**config.mk**
```make
export PLATFORM = sky130hd
export DESIGN_NAME = wm_embed_engine
export DESIGN_NICKNAME = d
export VERILOG_FILES = /design/src/rtl/wm_pkg.sv /design/src/rtl/wm_blend.sv /design/src/rtl/wm_embed_engine.sv
export SDC_FILE = /design/constraint.sdc
export NUM_CORES = 1
export LEC_CHECK = 0
export CAP_MARGIN = 5
export CORE_UTILIZATION = 55
export DETAILED_ROUTE_END_ITERATION = 8
export PLACE_DENSITY = 0.89
export SLEW_MARGIN = 15
export SYNTH_ARGS = -nofsm -noshare
export SYNTH_HDL_FRONTEND = slang
export SYNTH_HIERARCHICAL = 1
export SYNTH_SLANG_ARGS = --single-unit
```
**constraint.sdc**
```tcl
create_clock -name clk -period 10.11 [get_ports clk]
set_input_delay 3.033 -clock clk [delete_from_list [all_inputs] [get_ports clk]]
set_output_delay 3.033 -clock clk [all_outputs]
set_load 0.005 [all_outputs]
```
**src/rtl/wm_pkg.sv**
```systemverilog
// Shared types and constants for the watermark embedding engine.
package wm_pkg;

    typedef enum logic [2:0] {
        IDLE,
        RD,
        CAP,
        WR,
        DONE
    } state_t;

    localparam int DEF_PIX_W    = 8;
    localparam int DEF_ADDR_W   = 8;
    localparam int DEF_IMG_ROWS = 256;
    localparam int DEF_IMG_COLS = 256;
    localparam int DEF_WM_ROWS  = 64;
    localparam int DEF_WM_COLS  = 64;
    localparam int DEF_WM_W     = 2;
    localparam int DEF_KEY_W    = 8;

    // Largest value representable in a w-bit pixel.
    function automatic logic [31:0] sat_limit(input int w);
        return (32'd1 << w) - 32'd1;
    endfunction

endpackage

```
**src/rtl/wm_blend.sv**
```systemverilog
// Combinational weighted blend of an image pixel with a watermark sample,
// scaled back to pixel width and saturated.
module wm_blend
    import wm_pkg::*;
#(
    parameter int PIX_W = DEF_PIX_W,
    parameter int WM_W  = DEF_WM_W
) (
    input  logic [PIX_W-1:0] a1,
    input  logic [PIX_W-1:0] a2,
    input  logic [PIX_W-1:0] pix,
    input  logic [WM_W-1:0]  wm_s,
    output logic [PIX_W-1:0] pix_out
);

    localparam int SUM_W = 2 * PIX_W + 1;
    localparam logic [SUM_W-1:0] LIMIT = SUM_W'(sat_limit(PIX_W));

    logic [PIX_W-1:0] ws;
    logic [SUM_W-1:0] sum;
    logic [SUM_W-1:0] scaled;

    // The watermark sample is placed in the pixel's most significant bits.
    always_comb begin
        ws      = PIX_W'(wm_s) << (PIX_W - WM_W);
        sum     = SUM_W'(a1) * SUM_W'(pix) + SUM_W'(a2) * SUM_W'(ws);
        scaled  = sum >> PIX_W;
        pix_out = (scaled > LIMIT) ? LIMIT[PIX_W-1:0] : scaled[PIX_W-1:0];
    end

endmodule

```
**src/rtl/wm_embed_engine.sv**
```systemverilog
// Read-blend-write watermark embedder walking the image in raster order.
// Optional feature: define WM_KEY_SCRAMBLE_EN to XOR samples with a rotating key.
module wm_embed_engine
    import wm_pkg::*;
#(
    parameter int PIX_W    = DEF_PIX_W,
    parameter int ADDR_W   = DEF_ADDR_W,
    parameter int IMG_ROWS = DEF_IMG_ROWS,
    parameter int IMG_COLS = DEF_IMG_COLS,
    parameter int WM_ROWS  = DEF_WM_ROWS,
    parameter int WM_COLS  = DEF_WM_COLS,
    parameter int WM_W     = DEF_WM_W,
    parameter int KEY_W    = DEF_KEY_W
) (
    input  logic              clk,
    input  logic              rst_n,
    input  logic              start,
    input  logic [KEY_W-1:0]  key,
    input  logic [PIX_W-1:0]  a1,
    input  logic [PIX_W-1:0]  a2,
    input  logic [PIX_W-1:0]  IM_data_in,
    input  logic [WM_W-1:0]   WM_data_in,
    output logic [ADDR_W-1:0] Row_IM_addr,
    output logic [ADDR_W-1:0] Col_IM_addr,
    output logic [ADDR_W-1:0] Row_WM_addr,
    output logic [ADDR_W-1:0] Col_WM_addr,
    output logic              IM_RD_WRn,
    output logic              WM_RD_WRn,
    output logic [PIX_W-1:0]  IM_data_out,
    output logic              ready,
    output logic              busy,
    output logic              done
);

    localparam logic [ADDR_W-1:0] LAST_ROW    = ADDR_W'(IMG_ROWS - 1);
    localparam logic [ADDR_W-1:0] LAST_COL    = ADDR_W'(IMG_COLS - 1);
    localparam logic [ADDR_W-1:0] LAST_WM_ROW = ADDR_W'(WM_ROWS - 1);
    localparam logic [ADDR_W-1:0] LAST_WM_COL = ADDR_W'(WM_COLS - 1);

    state_t           state;
    logic [PIX_W-1:0] a1_r;
    logic [PIX_W-1:0] a2_r;
    logic [KEY_W-1:0] key_r;
    logic [WM_W-1:0]  wm_s;
    logic [PIX_W-1:0] pix_next;

`ifdef WM_KEY_SCRAMBLE_EN
    assign wm_s = WM_data_in ^ key_r[WM_W-1:0];
`else
    logic unused_key;
    assign unused_key = ^key_r;
    assign wm_s       = WM_data_in;
`endif

    assign WM_RD_WRn = 1'b1;

    wm_blend #(
        .PIX_W (PIX_W),
        .WM_W  (WM_W)
    ) u_blend (
        .a1      (a1_r),
        .a2      (a2_r),
        .pix     (IM_data_in),
        .wm_s    (wm_s),
        .pix_out (pix_next)
    );

    // Address registers double as the raster counters; the watermark pair
    // wraps on its own tile size so no modulo hardware is needed.
    always_ff @(posedge clk or negedge rst_n) begin
        if (!rst_n) begin
            state       <= IDLE;
            a1_r        <= '0;
            a2_r        <= '0;
            key_r       <= '0;
            Row_IM_addr <= '0;
            Col_IM_addr <= '0;
            Row_WM_addr <= '0;
            Col_WM_addr <= '0;
            IM_RD_WRn   <= 1'b1;
            IM_data_out <= '0;
            ready       <= 1'b1;
            busy        <= 1'b0;
            done        <= 1'b0;
        end else begin
            case (state)
                IDLE: begin
                    if (start) begin
                        a1_r        <= a1;
                        a2_r        <= a2;
                        key_r       <= key;
                        Row_IM_addr <= '0;
                        Col_IM_addr <= '0;
                        Row_WM_addr <= '0;
                        Col_WM_addr <= '0;
                        ready       <= 1'b0;
                        busy        <= 1'b1;
                        state       <= RD;
                    end
                end
                RD: state <= CAP;
                CAP: begin
                    IM_data_out <= pix_next;
                    IM_RD_WRn   <= 1'b0;
                    state       <= WR;
                end
                WR: begin
                    IM_RD_WRn <= 1'b1;
                    key_r     <= (key_r >> WM_W) | (key_r << (KEY_W - WM_W));
                    state     <= RD;
                    if (Col_IM_addr == LAST_COL) begin
                        Col_IM_addr <= '0;
                        Col_WM_addr <= '0;
                        if (Row_IM_addr == LAST_ROW) begin
                            Row_IM_addr <= '0;
                            Row_WM_addr <= '0;
                            done        <= 1'b1;
                            state       <= DONE;
                        end else begin
                            Row_IM_addr <= Row_IM_addr + 1'b1;
                            Row_WM_addr <= (Row_WM_addr == LAST_WM_ROW) ? '0 : Row_WM_addr + 1'b1;
                        end
                    end else begin
                        Col_IM_addr <= Col_IM_addr + 1'b1;
                        Col_WM_addr <= (Col_WM_addr == LAST_WM_COL) ? '0 : Col_WM_addr + 1'b1;
                    end
                end
                DONE: begin
                    done  <= 1'b0;
                    busy  <= 1'b0;
                    ready <= 1'b1;
                    state <= IDLE;
                end
                default: state <= IDLE;
            endcase
        end
    end

endmodule
```
[Yosys cells after proc, flatten, opt, wreduce, memory -nomap -nowiden]
Cells that the tools add are included.
Word-level totals
  bits in registers: 63
  word-level logic and storage cells: 67
Cells by class
  equality and inequality tests: 11
  reductions and logical operators: 10
  multiplexer cells: 26
  order comparisons: 1
  $mul: 2
  add/subtract/negate cells: 5
Operators by type and width (count)
  $mux 8: 10
  $pmux 8 s2: 4
  $add 8x1->8 const B: 4
  $add 16x16->17: 1
  $eq 8x6->1 const B: 2
  $eq 8x8->1 const B: 2
  $mul 8x8->16: 1
  $pmux 3 s4: 1
  $mul 8x2->10: 1
  $gt 9x8->1 const B: 1
  $mux 3: 3
  $pmux 1 s2: 4
  $reduce_bool 2->1: 4
  $eq 3x2->1 const B: 2
  $ne 2x2->1 const B: 3
  $reduce_and 2->1: 3
  $reduce_and 3->1: 2
  $mux 1: 4
  $eq 3x1->1 const B: 1
  $eq 3x3->1 const B: 1
  $logic_not 3->1: 1

[Longest topological paths before layout]
  word-level depth: 5
  mapped depth: 22

[Modules after synthesis]
Netlist, hierarchy kept.
By module, submodules not included
  wm_embed_engine: seq. area each 1579.0 um^2, area an instance 3030.4 um^2, cells each 273, times used 1
  wm_blend: seq. area each 0.0 um^2, area an instance 2677.6 um^2, cells each 316, times used 1

[Worst setup path before layout]
No wires, ideal clock.
  path kind: input to register
  from: input port WM_data_in[1]
  to: register IM_data_out[6]
  data required time: 9985 ps
  arrival: 7146 ps
  stages: 18
  path slack: 2839 ps
  cell sequence: and2_1 -> ha_1 -> inv_1 -> fa_1 -> inv_1 -> ha_1 -> fa_1 -> fa_1 -> inv_1 -> fa_1 -> inv_1 -> ha_1 -> or2_2 -> o31a_1 -> a21bo_1 -> xnor2_1 -> nand2b_1 -> mux2_2
On the way
  word-level cells in the longest chain between the ends: 4
Ends and longest elaborated chain
  start, declared: RTL line wm_embed_engine.sv:22  | input logic [WM_W-1:0] WM_data_in,
  $mul 8x2->10 (*): RTL line wm_blend.sv:26  | sum = SUM_W'(a1) * SUM_W'(pix) + SUM_W'(a2) * SUM_W'(ws);
  $add 16x16->17 (*): RTL line wm_blend.sv:26
  $gt 9x8->1: RTL line wm_blend.sv:28  | pix_out = (scaled > LIMIT) ? LIMIT[PIX_W-1:0] : scaled[PIX_W-1:0];
  $mux 8 (*): RTL line wm_blend.sv:28
  via pix_next[6]: RTL line wm_embed_engine.sv:45  | logic [PIX_W-1:0] pix_next;
  end signal, assigned: RTL line wm_embed_engine.sv:103  | IM_data_out <= pix_next;
  end, declared: RTL line wm_embed_engine.sv:29  | output logic [PIX_W-1:0] IM_data_out,
The timed path passes the listed nets; every way through them passes the cells marked *.
A chain may end at the register's enable or synchronous reset.

[Final worst setup path]
  from: input port WM_data_in[0]
  to: register IM_data_out[4]
Same word-level chain as after synthesis.

==> key figures <==
Synth
  – FF+latch count, synth: 63
  – Syn Inst Count: 589
  – YS warnings: 6
  – Sequential share of the synthesized area: 27.7%
  – Top_reg_cell synth: dfrtp_1
  – Post-synth EDFFs: 0
  – Post-Syn Nets: 717
  – Count of different cell masters after synthesis: 63
  – Average size of a mapped cell: 9.69 sq um
  – Ys async rst share: 100%
  – Mapped cell area: 0.00571 sq mm

Place
  – IO buf count: 72
  – DP Wirelength: 9.19 mm
  – Placed insts: 783
  – GPL Wtd Cong: 0.843

Die
  – Die height: 104 um
  – # IOs: 82
  – Core area: 0.00991 sq mm
  – Die width: 104 um
  – Row cnt: 36
  – Initial cell density of the core: 57.6%
  – Die ar.: 0.0108 sq mm

Layout
  – Layout Nets: 789
  – Post-route insts no fill: 799
  – P&R area growth vs syn: 17.2%
  – ANT cells: 0
  – Layout cells sized above 1: 9.76%

Routing
  – TritonRoute pass-1 iters: 4
  – DRT antenna net count: 0
  – Detail-routed via count per cell: 5.61
  – Drt wl/cell: 15.5 um
  – DRC errors left: 0
  – Iteration-0 DRC Markers: 247
  – Routed Wire Length: 12.3 mm
  – Vias: 4,482

Global route
  – Vias in the first global route: 4,876
  – Largest net degree at the start of global routing: 64
  – First-pass GRT wire length: 22.0 mm
  – Gr usage total: 25.0%
  – Initial antenna violation count: 0
  – Grt ovf: 0

Timing
  – Final hold viol count: 0
  – Setup TNS: 0 ps
  – RSZ-0062 raised after global routing: false
  – Max Clk Rate: 127 MHz
  – Clock Skews: 6.62 ps
  – Slew Viols, Final: 0
  – Final min period: 7880 ps
  – Slew headroom: 45.7%
  – Tightest Pin Transition: 815 ps
  – Fin Hold WS: 466 ps
  – # setup viols final: 0
  – Tcrit/Tclk final: 77.9%

Worst setup path
  – Critical Path Start Type: primary input
  – Worst EP arrival: 8110 ps
  – RR Startpoint: a2_r[0]
  – Kind of critical path: in2reg
  – Reg2Reg Depth: 19
  – Critical path startpoint: WM_data_in[0]
  – Critical Path Fanout Max: 8
  – Worst EP required: 10,350 ps
  – Crit end category: flip-flop

Min path
  – HP Class: reg2reg
  – Hold depth: 2
  – Hold_sp: IM_RD_WRn

Clocking
  – Max clock buf depth: 2
  – Post-CTS sizing: 0
  – Clock root cell: clkbuf_8
  – H-tree levels: 3
  – Worst-Skew Late Latency: 350 ps
  – CTS sink count: 63
  – Clock transition at the registers of the reported paths: 70 ps
  – Total CTS buffers: 9
  – Setup Buffers After CTS: 0
  – Hold Buf Count CTS: 0
  – CTS tree: done

Power and ir drop
  – IR drop worst, VDD: 0.0000635 V
  – Power per Cell Area: 116 mW/mm^2
  – Final Power: 0.777 mW
  – Lkg Pwr: 3.24 nW

Status
  – Status: finished, final reports clean

Job
  – Max_cap viols: 0
placed cells by master, fill, tap and decap left out, types with 3 or more instances in the layout:
master	count
mux2_2	25
a31oi_1	4
nand3_1	15
o21a_1	3
inv_1	78
or2_2	3
xnor2_1	10
xor2_1	7
and3_1	10
a22o_1	4
and2_1	56
dfrtp_1	61
o211ai_1	3
clkbuf_8	10
nand2_1	54
a21oi_1	22
clkdlybuf4s50_1	71
nand2b_1	8
o31ai_1	3
a21oi_2	3
o21ai_0	17
nand4_1	9
or3_1	4
ha_1	46
a21o_1	8
fa_1	45
nor2_1	19
o22ai_1	8
nor2b_1	5
Yosys cell counts, types with 4 or more instances:
library cell,number,area share [%]
fa_1,45,16
xor2_1,7,1.1
and3_1,10,1.1
ha_1,46,10
xnor2_1,10,1.5
buf_4,6,0.79
buf_2,5,0.44
inv_1,78,5.1
mux2_2,25,4.9
a21o_1,8,1.1
nand2_1,54,3.6
nand3_1,15,1.3
a31oi_1,4,0.44
nand2b_1,8,0.88
a21oi_1,22,1.9
o21ai_0,17,1.5
or3_1,4,0.44
and2_1,56,6.1
dfrtp_1,61,27
o22ai_1,8,0.88
nor2_1,19,1.2
a22o_1,4,0.61
nand4_1,9,0.99
nor2b_1,5,0.55
metal layers:
metal | routed length [um] | GRT usage [%]
met4 | 250 | 10.8
met2 | 6430 | 44.2
met1 | 5090 | 30.2
met3 | 575 | 4.07
met5 | 0 | 0
worst paths after layout:
path	slack, ps	endpoint
max	2230	IM_data_out[4]
max in group asynchronous	6720	a1_r[3]
max reg2reg	5200	IM_data_out[4]
min	470	IM_RD_WRn
min reg2reg	470	IM_RD_WRn
min in group asynchronous	2850	Col_WM_addr[3]
cell type report:
class | count | area, sq um
Multi-Input combinational cell | 435 | 3740
Fill cell | 770 | 3220
Sequential cell | 63 | 1580
Timing Repair Buffer | 74 | 731
Inverter | 78 | 293
Tap cell | 133 | 166
Clock buffer | 11 | 141
Clock inverter | 5 | 33.8
stage by stage:
stage / instance area [sq um] / util (%) / setup slack, ps
6_report: 6690 / 67.5 / 2230
5_1_grt: 6690 / 67.5 / 2000
4_1_cts: 6690 / 67.5 / 2280
3_5_place_dp: 6510 / 65.7 / 1930
3_3_place_gp: 6510 / 65.7 / 2010
2_1_floorplan: 5710 / - / 2840
sequential cells by signal, indices dropped and copies added (netlist names):
signal / cells
ready: 1
Col_WM_addr: 8
busy: 1
a1_r: 8
IM_data_out: 8
Row_IM_addr: 8
Row_WM_addr: 8
a2_r: 8
Col_IM_addr: 8
IM_RD_WRn: 1
done: 1
state: 3
cells by family after synthesis:
kind of cell    after synthesis  share of synthesized area (%)
compound gates               95                           11.6
other cells                   1                         0.0657
xor+xnor                     17                           2.61
mux                          28                           5.52
fa+ha+maj                    91                           25.9
flops                        63                           27.7
buf+inv                      91                           6.75
simple gates                203                           19.9
critical path, stage by stage:
cell	delay (ps)
clkdlybuf4s50_1	620
and2_1	180
ha_1	170
inv_1	60
fa_1	480
inv_1	50
ha_1	300
fa_1	490
fa_1	500
inv_1	50
fa_1	530
inv_1	50
ha_1	320
nor2_1	50
a21oi_1	130
nand3_1	160
a41oi_2	320
nand3_2	140
or2_1	250
mux2_2	260
power breakdown:
| group | internal [mW] | total, mW | leakage (nW) | switching, mW |
|---|---|---|---|---|
| combinational | 0.149 | 0.290 | 2.40 | 0.141 |
| clock | 0.0951 | 0.199 | 0.0853 | 0.104 |
| sequential | 0.273 | 0.289 | 0.758 | 0.0161 |
| total | 0.517 | 0.777 | 3.24 | 0.261 |
(Power assumes the default switching activity.)
==> RTL change 1 (config.mk and constraints unchanged) <==
The package constant `DEF_PIX_W` goes from 8 to 6.
--- a/src/rtl/wm_pkg.sv
+++ b/src/rtl/wm_pkg.sv
@@ -9,7 +9,7 @@
         DONE
     } state_t;
 
-    localparam int DEF_PIX_W    = 8;
+    localparam int DEF_PIX_W    = 6;
     localparam int DEF_ADDR_W   = 8;
     localparam int DEF_IMG_ROWS = 256;
     localparam int DEF_IMG_COLS = 256;
Ports: changed (resized IM_data_in, IM_data_out, a1 and a2); port bits go from 82 to 74. No check against the original RTL was run, so the function may have changed too.
==> RTL change 1 against the unedited design <==
- power shrank 21%
- critical path type unchanged
- global-route usage grew 0.43 points
- maximum frequency grew 9.1%
- sequential cell count shrank 6
- final cell count shrank 20%
- largest power group is now registers
- core utilization grew 2.6 points
- area after synthesis shrank 25%
- largest cell class unchanged
- synthesized cell count shrank 21%
- clock skew grew 0.0048 ns
- die area shrank 24%
- design area shrank 22%
- wire length shrank 24%
- setup slack gained 0.65 ns
==> RTL change 1: results (changes against the unedited design) <==
[placement]
place_ws_ns=2.519  ; was 1.929 ns
io_buffer_count=64  ; was 72
place_hpwl_um=7078  ; was 9185 um
gp_congestion=0.8587  ; was 0.8432
postPlaceCellArea_um2=5002  ; was 6513 um^2

[synth]
synth_cell_type_count=55  ; was 63
ys_top_cells_by_count=86 x nand2_1, 55 x dfrtp_1, 46 x inv_1, 31 x and2_1, 28 x ha_1  ; was 78 x inv_1, 61 x dfrtp_1, 56 x and2_1, 54 x nand2_1, 46 x ha_1
synth.area.top_cells=dfrtp_1 32%, fa_1 12%, ha_1 8.2%  ; was dfrtp_1 27%, fa_1 16%, ha_1 10%
synthCells=468  ; was 589
synth_nets=552  ; was 717

[detailed_routing]
postRouteWirelength_um=9356  ; was 12350 um
route.vias.total=3600  ; was 4482
drt_iter0_markers=186  ; was 247
wl_per_cell_um=14.69  ; was 15.45 um
wl_met3_um=503  ; was 575 um
route.met2.wl_um=4767  ; was 6427 um
wl_met1_um=3915  ; was 5092 um
dr.max_layer_used=met4  ; unchanged

[power]
p_int_mw=0.4333  ; was 0.5167 mW
power_leakage_nw=2.458  ; was 3.239 nW
vdd_drop_max_mv=0.09414  ; was 0.06352 mV

[timing]
tightest_slew_ns=1.017  ; was 0.8152 ns
fmax_mhz=138.5  ; was 127.0 MHz
hold_ws_ns=0.4656  ; was 0.4657 ns

[hold_path]
hold_class=flip-flop to flip-flop  ; unchanged
worstHoldStart=ready$_DFFE_PN1P_  ; was IM_RD_WRn$_DFFE_PN1P_

[layout]
drive_gt1_frac=0.07621  ; was 0.09760
layout.nets=617  ; was 789

[cts]
cts_setup_buffers=0  ; unchanged
htreeDepth=3  ; unchanged

[critical_path]
cp.arrival_ns=7.44  ; was 8.11 ns
crit_end=IM_data_out[3]$_DFFE_PN0P_  ; was IM_data_out[4]$_DFFE_PN0P_
crit_fanout=6  ; was 8
reg2regPathDepth=16  ; was 19
r2r-start=a1_r[3]$_DFFE_PN0P_  ; was a2_r[0]$_DFFE_PN0P_
startpoint=IM_data_in[2]  ; was WM_data_in[0]
setup.reg_to_reg.worst_slack_ns=5.67  ; was 5.20 ns

[global_route]
grt_first_pass_wirelength_um=16840  ; was 22000 um
track_usage=0.2547  ; was 0.2504
grt_max_degree=58  ; was 64

[run_status]
status=complete, no violations  ; unchanged

## RTL change 1: logic make-up after synthesis
logic type	after synthesis	share of synthesized area
and+or+nand+nor	190	0.2300
AOI/OAI and AO/OA	88	0.1351
buffers and inverters	58	0.05400
DFF	57	0.3333
adders and majority gates	53	0.1985
xor gates and xnor gates	15	0.03240
muxes	6	0.01576
other	1	0.0008748
## RTL change 1: final cells by class
class,instances,area (um^2)
Tap cell,99,123.9
Sequential cell,57,1429
Clock inverter,5,56.30
Timing Repair Buffer,66,650.6
Clock buffer,11,131.4
Inverter,46,172.7
Fill cell,560,2218
Multi-Input combinational cell,353,2626
## RTL change 1: power groups by stage
stage	logic (mW)	registers, mW	clock network [mW]
after floorplan	0.0928	0.256	0
after global placement	0.147	0.257	0
after detailed placement	0.154	0.258	0
after CTS	0.155	0.254	0.208
after global routing	0.176	0.257	0.221
final	0.153	0.253	0.204
## RTL change 1: critical path: stages
cell             delay, ns
clkdlybuf4s50_1       0.49
and2_1                0.22
fa_1                  0.53
inv_1                 0.05
fa_1                  0.47
inv_1                 0.06
fa_1                  0.53
inv_1                 0.06
fa_1                  0.53
inv_1                 0.04
ha_1                  0.28
nand4_2               0.14
o31ai_2               0.38
a31oi_1               0.15
xor2_1                0.16
nand2b_1              0.07
mux2_2                0.26
## RTL change 1: routing by layer
| metal | global-route usage | up-vias |
|---|---|---|
| met5 | 0 | - |
| met3 | 0.05556 | 18 |
| met2 | 0.4383 | 121 |
| li1 | - | 1716 |
| met4 | 0.09274 | 0 |
| met1 | 0.3151 | 1745 |
==> RTL change 2 (config.mk and constraints unchanged) <==
Without the edit above. Reset style: synchronous (`rst_n`), changed in one clocked block.
--- a/src/rtl/wm_embed_engine.sv
+++ b/src/rtl/wm_embed_engine.sv
@@ -67,7 +67,7 @@
 
     // Address registers double as the raster counters; the watermark pair
     // wraps on its own tile size so no modulo hardware is needed.
-    always_ff @(posedge clk or negedge rst_n) begin
+    always_ff @(posedge clk) begin
         if (!rst_n) begin
             state       <= IDLE;
             a1_r        <= '0;
Behaviour: not the same (a bounded check fails within 4 cycles, from zero or initial values and one cycle with rst_n low; the reset may be asserted at any time).
==> RTL change 2 against the unedited design <==
- design area fell by 3.7%
- wire length rose by 2.7%
- core utilization fell by 1.3 points
- via count rose by 7.9%
- sequential cell count did not move
- combinational power fell by 7.6%
- area after synthesis fell by 3.9%
- power fell by 4.4%
- setup slack got worse by 0.50 ns
- clock power fell by 5%
- largest power group is now registers
==> RTL change 2: results (changes against the unedited design) <==
[run_status]
status=complete, no violations  ; unchanged

[global_route]
globalRouteMet1Util=0.3129  ; was 0.3018
grt_max_degree=39  ; was 64
use_met2=0.4511  ; was 0.4419
gr-usage-met3=0.05472  ; was 0.04073
antenna_found_initial=0  ; unchanged
grt_first_pass_wirelength_um=21060  ; was 22000 um
grt_pass1_vias=4785  ; was 4876
track_usage=0.2562  ; was 0.2504

[hold_path]
hold_class=flip-flop to flip-flop  ; unchanged

[critical_path]
critPathSlowestCell=clkdlybuf4s50_1  ; unchanged
cpLargestDelayFamily=adder cells  ; unchanged
cp.arrival_ns=8.59  ; was 8.11 ns
critical_path.max_stage_delay_ns=0.62  ; about the same
crit_fanout=8  ; unchanged

[cts]
post_cts_resized=0  ; unchanged
clk_latency_ns=0.35  ; about the same
cts_setup_buffers=0  ; unchanged
cts_buffer_depth=2  ; unchanged
cts-root-buf=clkbuf_8  ; unchanged
clk_pin_slew_ns=0.07  ; about the same
htreeDepth=3  ; unchanged
cts_buffers=9  ; unchanged

[synth]
synth_flop_cell=dfxtp_1  ; was dfrtp_1
ys_seq_area_frac=0.2299  ; was 0.2766
synthCells=637  ; was 589
ys_top_cells_by_count=76 x nand2_1, 72 x inv_1, 63 x dfxtp_1, 58 x and2_1, 46 x ha_1  ; was 78 x inv_1, 61 x dfrtp_1, 56 x and2_1, 54 x nand2_1, 46 x ha_1
yosysWarnings=6  ; unchanged
synth_nets=765  ; was 717
synth-async-reset-ratio=0  ; was 1.000
synth_cell_type_count=68  ; was 63
synth.area.top_cells=dfxtp_1 23%, fa_1 16%, ha_1 10%  ; was dfrtp_1 27%, fa_1 16%, ha_1 10%

[placement]
postPlaceCellArea_um2=6279  ; was 6513 um^2
placed_cells=824  ; was 783
io_buffer_count=72  ; unchanged
place_hpwl_um=9634  ; was 9185 um
gp_congestion=0.8654  ; was 0.8432

[layout]
drive_gt1_frac=0.05382  ; was 0.09760
fillers=812  ; was 770
antenna_cells=0  ; unchanged
stdcell_count=839  ; was 799
layout.nets=830  ; was 789

[detailed_routing]
vias_per_cell=5.763  ; was 5.610
drt_iter0_markers=214  ; was 247
dr.max_layer_used=met4  ; unchanged
route.met2.wl_um=6580  ; was 6427 um
wl_met1_um=5070  ; was 5092 um
drtPass1Iterations=5  ; was 4
wl_per_cell_um=15.11  ; was 15.45 um
wl_met3_um=823  ; was 575 um

[power]
p_int_mw=0.4739  ; was 0.5167 mW
power_leakage_nw=2.914  ; was 3.239 nW
vdd_drop_max_mv=0.1052  ; was 0.06352 mV

[timing]
tightest_slew_ns=1.065  ; was 0.8152 ns
clock_skew_ns=0.008124  ; was 0.006616 ns

-- RTL change 2: area by class of cell --
class | instances | area share
Multi-Input combinational cell | 482 | 0.5968
Sequential cell | 63 | 0.1958
Inverter | 72 | 0.04195
Clock buffer | 11 | 0.02195
Timing Repair Buffer | 74 | 0.1142
Tap cell | 133 | 0.02583
Clock inverter | 4 | 0.003496
-- RTL change 2: through the flow --
stage	setup slack, ns	hold slack [ns]	util
global route	1.393	0.4782	0.6622
detailed placement	1.441	0.4493	0.6453
finish	1.735	0.4615	0.6622
global placement	1.633	0.4558	0.6453
CTS	1.815	0.4578	0.6622
floorplan	2.638	0.4401	-
-- RTL change 2: final timing paths --
check / startpoint / endpoint / slack [ns] / depth (start not counted)
worst min register to register: done$_SDFFE_PN0P_ / done$_SDFFE_PN0P_ / 0.46 / 2
worst max register to register: a2_r[1]$_SDFFE_PN0P_ / IM_data_out[6]$_SDFFE_PN0P_ / 4.73 / 21
worst max-delay path: WM_data_in[0] / IM_data_out[6]$_SDFFE_PN0P_ / 1.73 / 22
worst min-delay path: done$_SDFFE_PN0P_ / done$_SDFFE_PN0P_ / 0.46 / 2
-- RTL change 2: logic make-up (layout without fill, tap and decap cells) --
logic type                 count (synthesis)  count (layout)  share of synthesized area
AOI/OAI and AO/OA                        120             120                     0.1528
xor gates and xnor gates                  16              16                    0.02554
other                                      1               1                  0.0006835
DFF                                       63              63                     0.2299
adders and majority gates                 91              91                     0.2691
muxes                                     10              10                    0.01847
and+or+nand+nor                          244             244                     0.2342
buffers and inverters                     92             161                    0.06933
-- RTL change 2: power by group through the flow --
stage	clock [mW]	combinational (mW)	sequential, mW
after CTS	0.193	0.269	0.285
after global routing	0.202	0.306	0.287
after detailed placement	0	0.267	0.290
after floorplan	0	0.199	0.281
final	0.189	0.268	0.285
after global placement	0	0.254	0.289
